**config.mk**
```make
export PLATFORM = sky130hd
export DESIGN_NAME = pipeline_hazard_ctrl_flat
export DESIGN_NICKNAME = d
export VERILOG_FILES = /design/src/rtl/pipeline_hazard_ctrl_if.sv /design/src/rtl/pipeline_hazard_ctrl.sv /design/src/flat_wrapper.sv
export SDC_FILE = /design/constraint.sdc
export NUM_CORES = 1
export LEC_CHECK = 0
export BUFFER_PORTS_ARGS = -buffer_cell sky130_fd_sc_hd__buf_2
export CAP_MARGIN = 20
export CORE_ASPECT_RATIO = 2
export CORE_MARGIN = 8
export CORE_UTILIZATION = 43
export DETAILED_ROUTE_END_ITERATION = 12
export PLACE_DENSITY = 0.63
export SETUP_SLACK_MARGIN = 0.5
export SYNTH_ARGS = -nofsm -noshare
export SYNTH_HDL_FRONTEND = slang
export SYNTH_SLANG_ARGS = --single-unit
export TNS_END_PERCENT = 1
```
**constraint.sdc**
```tcl
create_clock -name clk -period 2.4 [get_ports clk]
set_input_delay 0.12 -clock clk [delete_from_list [all_inputs] [get_ports clk]]
set_output_delay 0.12 -clock clk [all_outputs]
set_load 0.01 [all_outputs]
```
**src/rtl/pipeline_hazard_ctrl_if.sv**
```systemverilog
// Decode-side hazard handshake bundle between ID decoder and hazard controller.
// master drives the ID fields and branch outcome; slave returns pipeline controls.
interface pipeline_hazard_ctrl_if #(
  parameter int REGW = 5,
  parameter int CNTW = 32
);
  logic            id_valid;
  logic [REGW-1:0] id_rs1;
  logic [REGW-1:0] id_rs2;
  logic [REGW-1:0] id_rd;
  logic            id_use_rs1;
  logic            id_use_rs2;
  logic            id_writes_rd;
  logic            id_is_load;
  logic            id_is_halt;
  logic            ex_branch_taken;
  logic            stall;
  logic            flush;
  logic [1:0]      fwd_a;
  logic [1:0]      fwd_b;
  logic            fetch_en;
  logic            halt_done;
  logic [CNTW-1:0] stall_count;

  modport master (
    output id_valid, id_rs1, id_rs2, id_rd,
    output id_use_rs1, id_use_rs2, id_writes_rd,
    output id_is_load, id_is_halt, ex_branch_taken,
    input  stall, flush, fwd_a, fwd_b,
    input  fetch_en, halt_done, stall_count
  );

  modport slave (
    input  id_valid, id_rs1, id_rs2, id_rd,
    input  id_use_rs1, id_use_rs2, id_writes_rd,
    input  id_is_load, id_is_halt, ex_branch_taken,
    output stall, flush, fwd_a, fwd_b,
    output fetch_en, halt_done, stall_count
  );
endinterface

```
**src/rtl/pipeline_hazard_ctrl.sv**
```systemverilog
// Hazard/forwarding/HALT-drain controller for the 5-stage pipeline.
// Optional macro PIPE_FORWARDING_EN enables EX operand forwarding.
module pipeline_hazard_ctrl #(
  parameter int REGW = 5,
  parameter int CNTW = 32
) (
  input logic                  clk,
  input logic                  rst_n,
  pipeline_hazard_ctrl_if.slave hz
);

  typedef struct packed {
    logic            valid;
    logic [REGW-1:0] rd;
    logic            writes;
    logic            is_load;
  } slot_t;

  typedef struct packed {
    slot_t           s;
    logic [REGW-1:0] rs1;
    logic [REGW-1:0] rs2;
    logic            use_rs1;
    logic            use_rs2;
  } ex_slot_t;

  typedef enum logic [1:0] {
    RUN    = 2'd0,
    DRAIN  = 2'd1,
    HALTED = 2'd2
  } state_e;

  localparam logic [1:0] FWD_RF  = 2'b00;
  localparam logic [1:0] FWD_MEM = 2'b01;
  localparam logic [1:0] FWD_WB  = 2'b10;

  ex_slot_t        ex_q, ex_d;
  slot_t           mem_q, wb_q;
  state_e          state_q, state_d;
  logic [1:0]      dcnt_q, dcnt_d;
  logic [CNTW-1:0] cnt_q, cnt_d;
  logic            hazard, stall, flush;
  logic [1:0]      fwd_a, fwd_b;
  logic            fetch_en, halt_done;
  logic            unused_slot_bits;

  function automatic logic hit(
    slot_t s, logic use_r, logic [REGW-1:0] r
  );
    return use_r & s.valid & s.writes & (s.rd == r);
  endfunction

`ifdef PIPE_FORWARDING_EN
  always_comb begin
    hazard = hz.id_valid & ex_q.s.valid & ex_q.s.is_load &
             ((hz.id_use_rs1 & (ex_q.s.rd == hz.id_rs1)) |
              (hz.id_use_rs2 & (ex_q.s.rd == hz.id_rs2)));
    fwd_a = FWD_RF;
    fwd_b = FWD_RF;
    if (hit(mem_q, ex_q.use_rs1, ex_q.rs1))
      fwd_a = FWD_MEM;
    else if (hit(wb_q, ex_q.use_rs1, ex_q.rs1))
      fwd_a = FWD_WB;
    if (hit(mem_q, ex_q.use_rs2, ex_q.rs2))
      fwd_b = FWD_MEM;
    else if (hit(wb_q, ex_q.use_rs2, ex_q.rs2))
      fwd_b = FWD_WB;
  end
`else
  // WB is safe: the regfile writes in the first half-cycle.
  always_comb begin
    hazard = hz.id_valid &
             (hit(ex_q.s, hz.id_use_rs1, hz.id_rs1) |
              hit(ex_q.s, hz.id_use_rs2, hz.id_rs2) |
              hit(mem_q,  hz.id_use_rs1, hz.id_rs1) |
              hit(mem_q,  hz.id_use_rs2, hz.id_rs2));
    fwd_a  = FWD_RF;
    fwd_b  = FWD_RF;
  end
`endif

  assign flush = hz.ex_branch_taken;
  assign stall = hazard & ~flush;

  always_comb begin
    ex_d = '0;
    if (hz.id_valid & ~stall & ~flush &
        (state_q == RUN)) begin
      ex_d.s.valid   = 1'b1;
      ex_d.s.rd      = hz.id_rd;
      ex_d.s.writes  = hz.id_writes_rd;
      ex_d.s.is_load = hz.id_is_load;
      ex_d.rs1       = hz.id_rs1;
      ex_d.rs2       = hz.id_rs2;
      ex_d.use_rs1   = hz.id_use_rs1;
      ex_d.use_rs2   = hz.id_use_rs2;
    end
  end

  always_comb begin
    cnt_d = cnt_q;
    if (stall && (cnt_q != '1))
      cnt_d = cnt_q + CNTW'(1);
  end

  always_ff @(posedge clk or negedge rst_n) begin
    if (!rst_n) begin
      ex_q    <= '0;
      mem_q   <= '0;
      wb_q    <= '0;
      state_q <= RUN;
      dcnt_q  <= '0;
      cnt_q   <= '0;
    end else begin
      ex_q    <= ex_d;
      mem_q   <= ex_q.s;
      wb_q    <= mem_q;
      state_q <= state_d;
      dcnt_q  <= dcnt_d;
      cnt_q   <= cnt_d;
    end
  end

  // Drain counts the HALT through EX, MEM and WB.
  always_comb begin
    state_d = state_q;
    dcnt_d  = dcnt_q;
    unique case (state_q)
      RUN: begin
        if (hz.id_valid & hz.id_is_halt &
            ~stall & ~flush) begin
          state_d = DRAIN;
          dcnt_d  = '0;
        end
      end
      DRAIN: begin
        if (dcnt_q == 2'd2) begin
          state_d = HALTED;
          dcnt_d  = '0;
        end else begin
          dcnt_d = dcnt_q + 2'd1;
        end
      end
      HALTED: state_d = HALTED;
      default: begin
        state_d = RUN;
        dcnt_d  = '0;
      end
    endcase
  end

  always_comb begin
    fetch_en  = 1'b1;
    halt_done = 1'b0;
    unique case (state_q)
      RUN:    fetch_en = 1'b1;
      DRAIN:  fetch_en = 1'b0;
      HALTED: begin
        fetch_en  = 1'b0;
        halt_done = 1'b1;
      end
      default: fetch_en = 1'b1;
    endcase
  end

  assign hz.stall       = stall;
  assign hz.flush       = flush;
  assign hz.fwd_a       = fwd_a;
  assign hz.fwd_b       = fwd_b;
  assign hz.fetch_en    = fetch_en;
  assign hz.halt_done   = halt_done;
  assign hz.stall_count = cnt_q;

  assign unused_slot_bits = ^{ex_q, mem_q, wb_q};

endmodule

```
**src/flat_wrapper.sv**
```systemverilog
// flat-port wrapper written by rule: the top's interface ports become plain ports
module pipeline_hazard_ctrl_flat 
#(
  parameter int REGW = 5,
  parameter int CNTW = 32
)
  (clk, rst_n, hz_id_valid, hz_id_rs1, hz_id_rs2, hz_id_rd, hz_id_use_rs1, hz_id_use_rs2, hz_id_writes_rd, hz_id_is_load, hz_id_is_halt, hz_ex_branch_taken, hz_stall, hz_flush, hz_fwd_a, hz_fwd_b, hz_fetch_en, hz_halt_done, hz_stall_count);
  pipeline_hazard_ctrl_if #(.REGW(REGW), .CNTW(CNTW)) hz_i ();
  input logic clk;
  input logic rst_n;
  input wire logic [$bits(hz_i.id_valid)-1:0] hz_id_valid;
  input wire logic [$bits(hz_i.id_rs1)-1:0] hz_id_rs1;
  input wire logic [$bits(hz_i.id_rs2)-1:0] hz_id_rs2;
  input wire logic [$bits(hz_i.id_rd)-1:0] hz_id_rd;
  input wire logic [$bits(hz_i.id_use_rs1)-1:0] hz_id_use_rs1;
  input wire logic [$bits(hz_i.id_use_rs2)-1:0] hz_id_use_rs2;
  input wire logic [$bits(hz_i.id_writes_rd)-1:0] hz_id_writes_rd;
  input wire logic [$bits(hz_i.id_is_load)-1:0] hz_id_is_load;
  input wire logic [$bits(hz_i.id_is_halt)-1:0] hz_id_is_halt;
  input wire logic [$bits(hz_i.ex_branch_taken)-1:0] hz_ex_branch_taken;
  output wire logic [$bits(hz_i.stall)-1:0] hz_stall;
  output wire logic [$bits(hz_i.flush)-1:0] hz_flush;
  output wire logic [$bits(hz_i.fwd_a)-1:0] hz_fwd_a;
  output wire logic [$bits(hz_i.fwd_b)-1:0] hz_fwd_b;
  output wire logic [$bits(hz_i.fetch_en)-1:0] hz_fetch_en;
  output wire logic [$bits(hz_i.halt_done)-1:0] hz_halt_done;
  output wire logic [$bits(hz_i.stall_count)-1:0] hz_stall_count;
  assign hz_i.id_valid = hz_id_valid;
  assign hz_i.id_rs1 = hz_id_rs1;
  assign hz_i.id_rs2 = hz_id_rs2;
  assign hz_i.id_rd = hz_id_rd;
  assign hz_i.id_use_rs1 = hz_id_use_rs1;
  assign hz_i.id_use_rs2 = hz_id_use_rs2;
  assign hz_i.id_writes_rd = hz_id_writes_rd;
  assign hz_i.id_is_load = hz_id_is_load;
  assign hz_i.id_is_halt = hz_id_is_halt;
  assign hz_i.ex_branch_taken = hz_ex_branch_taken;
  assign hz_stall = hz_i.stall;
  assign hz_flush = hz_i.flush;
  assign hz_fwd_a = hz_i.fwd_a;
  assign hz_fwd_b = hz_i.fwd_b;
  assign hz_fetch_en = hz_i.fetch_en;
  assign hz_halt_done = hz_i.halt_done;
  assign hz_stall_count = hz_i.stall_count;
  pipeline_hazard_ctrl #(.REGW(REGW), .CNTW(CNTW)) u_core (.clk(clk), .rst_n(rst_n), .hz(hz_i));
endmodule
```
# Yosys cells after proc, flatten, opt, wreduce, memory -nomap -nowiden
# Cells that the tools add are included.
[word_totals]
reg_bits = 50
output_inout_bits = 40
elab_cells = 61
[op_classes]
add_sub_neg = 2
eq_ne = 10
mux = 9
bitwise_logic = 26
reduce_logical = 5
[ops]
columns = ["op", "n"]
rows = [
  ["32-bit by 1-bit adder with 32-bit output (second input constant)", 1],
  ["32-bit inequality test (second input constant)", 1],
  ["1-bit bitwise AND", 20],
  ["5-bit == test", 4],
  ["20-bit two-way mux", 1],
  ["2-bit case mux with 3 select lines", 2],
  ["2-bit two-way mux", 4],
  ["2-bit == test (second input constant)", 2],
  ["2-bit AND reduction", 2],
  ["1-bit inverter", 3],
  ["1-bit OR", 3],
  ["2-bit by 1-bit adder with 2-bit output (second input constant)", 1],
  ["2-bit by 1-bit == test with 1-bit output (second input constant)", 1],
  ["2-bit zero test", 1],
  ["1-bit two-way mux", 2],
  ["2-bit by 1-bit inequality test with 1-bit output (second input constant)", 1],
  ["2-bit inequality test (second input constant)", 1],
  ["2-bit OR reduction", 1],
  ["1-bit logical AND", 1],
]

# Depth between registers and ports, before layout
[logic_depth]
word_depth = 13
mapped_depth = 7
mapped_depth_nobuf = 7

# Worst setup path after synthesis
# No wires, ideal clock.
[synth_timing]
path_kind = "reg2reg"
from = "register u_core.cnt_q[0], in the netlist u_core.hz.stall_count[0]"
to = "register u_core.cnt_q[1], in the netlist u_core.hz.stall_count[1]"
setup_time_ps = 125
t_arrival_ps = 1708
required_ps = 2275
slack_ps = 567
stages_incl_launch_ff = 8
path_buffers = 1
synth_period_minus_slack_ps = 1833
path_cell_list = "dfrtp_1 -> ha_1 -> and3_1 -> and4_1 -> nand4_1 -> buf_2 -> nand2_4 -> mux2_4"
[synth_via]
elab_chain_cells = 2
[synth_rtl]
columns = ["item", "line_no", "source"]
rows = [
  ["start: declaration", "pipeline_hazard_ctrl.sv:41", "logic [CNTW-1:0] cnt_q, cnt_d;"],
  ["start signal: assignment", "pipeline_hazard_ctrl.sv:120", "cnt_q <= cnt_d;"],
  ["branches (longest 2 deep; another with 32-bit by 1-bit adder with 32-bit output)", "n/a", ""],
]
# Several ways; the timed one is not identified.
# A chain may end at the register's enable or synchronous reset.

# Final worst setup path
[layout_timing]
from = "register u_core.cnt_q[6], in the netlist u_core.hz.stall_count[6]"
to = "register u_core.cnt_q[26], in the netlist u_core.hz.stall_count[26]"
# The elaborated chain is that of the path after synthesis.

==> metrics.txt <==
CTS Buf Count=5; GPL Wtd Cong=between 0.8 and 0.9; Root Driver=clkbuf_16; Int Pwr=0.00136 W; placed inst area=2970 µm²; min cycle time layout=1.97 ns; Routed wire per std cell=around 17 µm; grt ovf=0; vias in the first global route=between 2,000 and 2,500; setup violators final=0; nets@finish=331; hpwl dp=roughly 4600 µm; Cell Chain, Critical Path=nand4_1 > nor3_4 > nand2_1 > a21oi_1 > nand4_1 > xnor2_1; share of cells above drive strength 1=0.326; register area share after synthesis=0.477; Port Buffers=58; met3 usage=0.0379; CTS sink cnt=50; synth warn=0; post-synthesis area per instance=roughly 11 µm²; ant diodes=0; Final Max Tran Viols=0; Residual DRC=0; FMAX=509 MHz; PwrDens=around 520 nW/µm²; drt via density=approximately 5.4; Die W=between 70 and 80 µm; commonest non-fill, non-tap cell in the layout=buf_2; Die Y=approximately 130 µm; Critical Path Source=u_core.hz.stall_count[6]$_DFFE_PN0P_; Slew HR=0.555; Detail Route Antenna Nets=0; CP most frequent cell=nand4_1; TritonRoute pass-1 iters=2; vias=between 1,500 and 2,000; Worst Hold Launch=hz_id_rd[4]; P_sw=0.000333 W; reg2reg end=u_core.hz.stall_count[26]$_DFFE_PN0P_; Gate Count Post-Synth=about 240; RSZ-0062 raised after global routing=true; Syn Std Cell Area=approximately 2600 µm²; VDD IR-drop max=roughly 530 µV; io pins=64; Starting Density=0.441; Distinct cells, synth=44; setup TNS=0 ns; Hold EP=u_core.ex_q[18]$_DFF_PN0_; R2R cell count=6; post-route cell area=roughly 3200 µm²; DRT iter0 DRCs=79; Final Hold Vio Count=0; Tcrit/Tclk final=0.819; part of the power in registers=0.498; Clock Power Share=0.461; initial antenna violation count=0; crit path launch type=flip-flop; WP data arrival=between 2 and 2.5 ns; final WL=approximately 6000 µm; GR Util met1=0.142; maxcap violations=0; Crit Path Max Fanout=6; met2 usage=0.268; synthesized flop and latch total=50; area growth from synthesis to layout=23.2%; Critical Path End Type=flip-flop; Sw Ratio=0.197; num rows=40; Worst Skew=0.00834 ns; HP Class=in -> reg; first-pass GRT wire length=slightly above 10,000 µm; Comb power frac=0.041; Max clock buf depth=2; Clock transition at path regs=0.07 ns; reg-to-reg startpoint=u_core.hz.stall_count[6]$_DFFE_PN0P_; Core ar.=slightly below 6000 µm²; Slew @ Worst Pin=~0.67 ns; Hold Crit Depth=2; Worst Path Required=about 2.6 ns; Leakage Power=about 1.6 nW; Crit Path Category=reg -> reg; commonest non-fill, non-tap cells in the layout=buf_2, dfrtp_1, xnor2_1; flop2flop setup slack=roughly 0.43 ns; largest net degree at the start of global routing=30; status=finished, final reports clean; worst skew pair latency=just under 0.3 ns; Worst path slowest cell=dfrtp_1; die area=between 9000 and 10,000 µm²; slowest cell delay on critical path=between 0.4 and 0.5 ns; CTS tree=done; most used routing layer=met2; H-tree level count=2; gr usage total=0.144
worst max-delay path by stage:
stage | end | cells after the start
2_1_floorplan | u_core.hz.stall_count[1]$_DFFE_PN0P_ | 7
3_3_place_gp | u_core.hz.stall_count[1]$_DFFE_PN0P_ | 7
3_5_place_dp | u_core.hz.stall_count[1]$_DFFE_PN0P_ | 7
4_1_cts | hz_stall | 6
5_1_grt | u_core.hz.stall_count[23]$_DFFE_PN0P_ | 8
6_report | u_core.hz.stall_count[26]$_DFFE_PN0P_ | 6
power by group through the flow:
stage               clock (W)  sequential, W  combinational, W
floorplan                   0       0.000859         0.0000281
CTS                  0.000806       0.000842         0.0000713
global route         0.000837       0.000842         0.0000789
global placement            0       0.000858         0.0000700
detailed placement          0       0.000858         0.0000697
finish               0.000781       0.000843         0.0000693
synthesized netlist by cell type (all sizes together):
cell type,count,area (µm²)
a21boi,2,26.3
a21o,1,7.51
a21oi,2,10.0
a2bb2oi,1,15.0
a41oi,1,8.76
and2,12,76.3
and3,12,83.8
and4,9,83.8
buf,10,73.8
clkbuf,3,11.3
conb,1,3.75
dfrtp,50,1250
ha,4,50.1
inv,7,26.3
mux2,2,26.3
mux2i,2,20.0
nand2,11,48.8
nand3,16,85.1
nand4,22,144
nand4bb,1,11.3
nor2,5,18.8
nor2b,1,6.26
nor3,3,31.3
nor3b,1,7.51
nor4,1,12.5
nor4b,1,15.0
nor4bb,1,10.0
o21ai,1,5.00
o22a,1,8.76
xnor2,44,385
xor2,7,61.3
per-layer routing:
| layer | vias up | part of all wire |
|---|---|---|
| li1 | 948 | - |
| met1 | 964 | 0.38 |
| met2 | 56 | 0.55 |
| met3 | 10 | 0.046 |
| met4 | 0 | 0.025 |
| met5 | - | 0 |
sequential cells by signal, indices dropped and copies added (netlist names):
register,cells
u_core.hz.stall_count,32
u_core.state_q,2
u_core.ex_q,7
u_core.dcnt_q,2
u_core.mem_q,7
worst max-delay path, delay by kind of cell, from the launching register on:
family          cells  cell delay (ns)
compound gates      1             0.42
flops               1             0.42
simple gates        4             0.85
xor+xnor            1             0.15
area by class of cell:
| type | instances | area [µm²] |
|---|---|---|
| Clock buffer | 5 | 125 |
| Clock inverter | 3 | 40.0 |
| Fill cell | 557 | 2720 |
| Inverter | 7 | 26.3 |
| Multi-Input combinational cell | 168 | 1280 |
| Sequential cell | 50 | 1250 |
| Tap cell | 63 | 78.8 |
| Timing Repair Buffer | 71 | 434 |
logic make-up (layout without fill, tap and decap cells):
kind of cell    count (synthesis)  count (layout)  synth area share
compound gates                  9               9            0.0310
simple gates                   96              96             0.242
flops                          50              50             0.477
other cells                     1               4           0.00143
fa+ha+maj                       4               4            0.0191
xor+xnor                       51              51             0.170
mux                             4               4            0.0176
buf+inv                        20              86            0.0424
stage by stage:
step                      power (W)  hold slack [ns]  setup WS (ns)   util  std cells
final                       0.00169           0.0368          0.435  0.543        367
after global routing        0.00176           0.0268          0.300  0.543        367
after CTS                   0.00172           0.0292          0.413  0.543        367
after detailed placement   0.000928            0.188          0.415  0.499        351
after global placement     0.000928            0.186          0.412  0.499        351
after floorplan            0.000887           -0.176          0.567      -        238
timing repair:
item                                    CTS  global route
pin swaps                                 5             1
buffers inserted                          6             0
gates resized for setup                   3             0
hold buffers                              1             0
endpoints found under the setup margin   16            41
hold endpoints to repair                 27             0
gates cloned                              1             0
(Power assumes the default switching activity.)
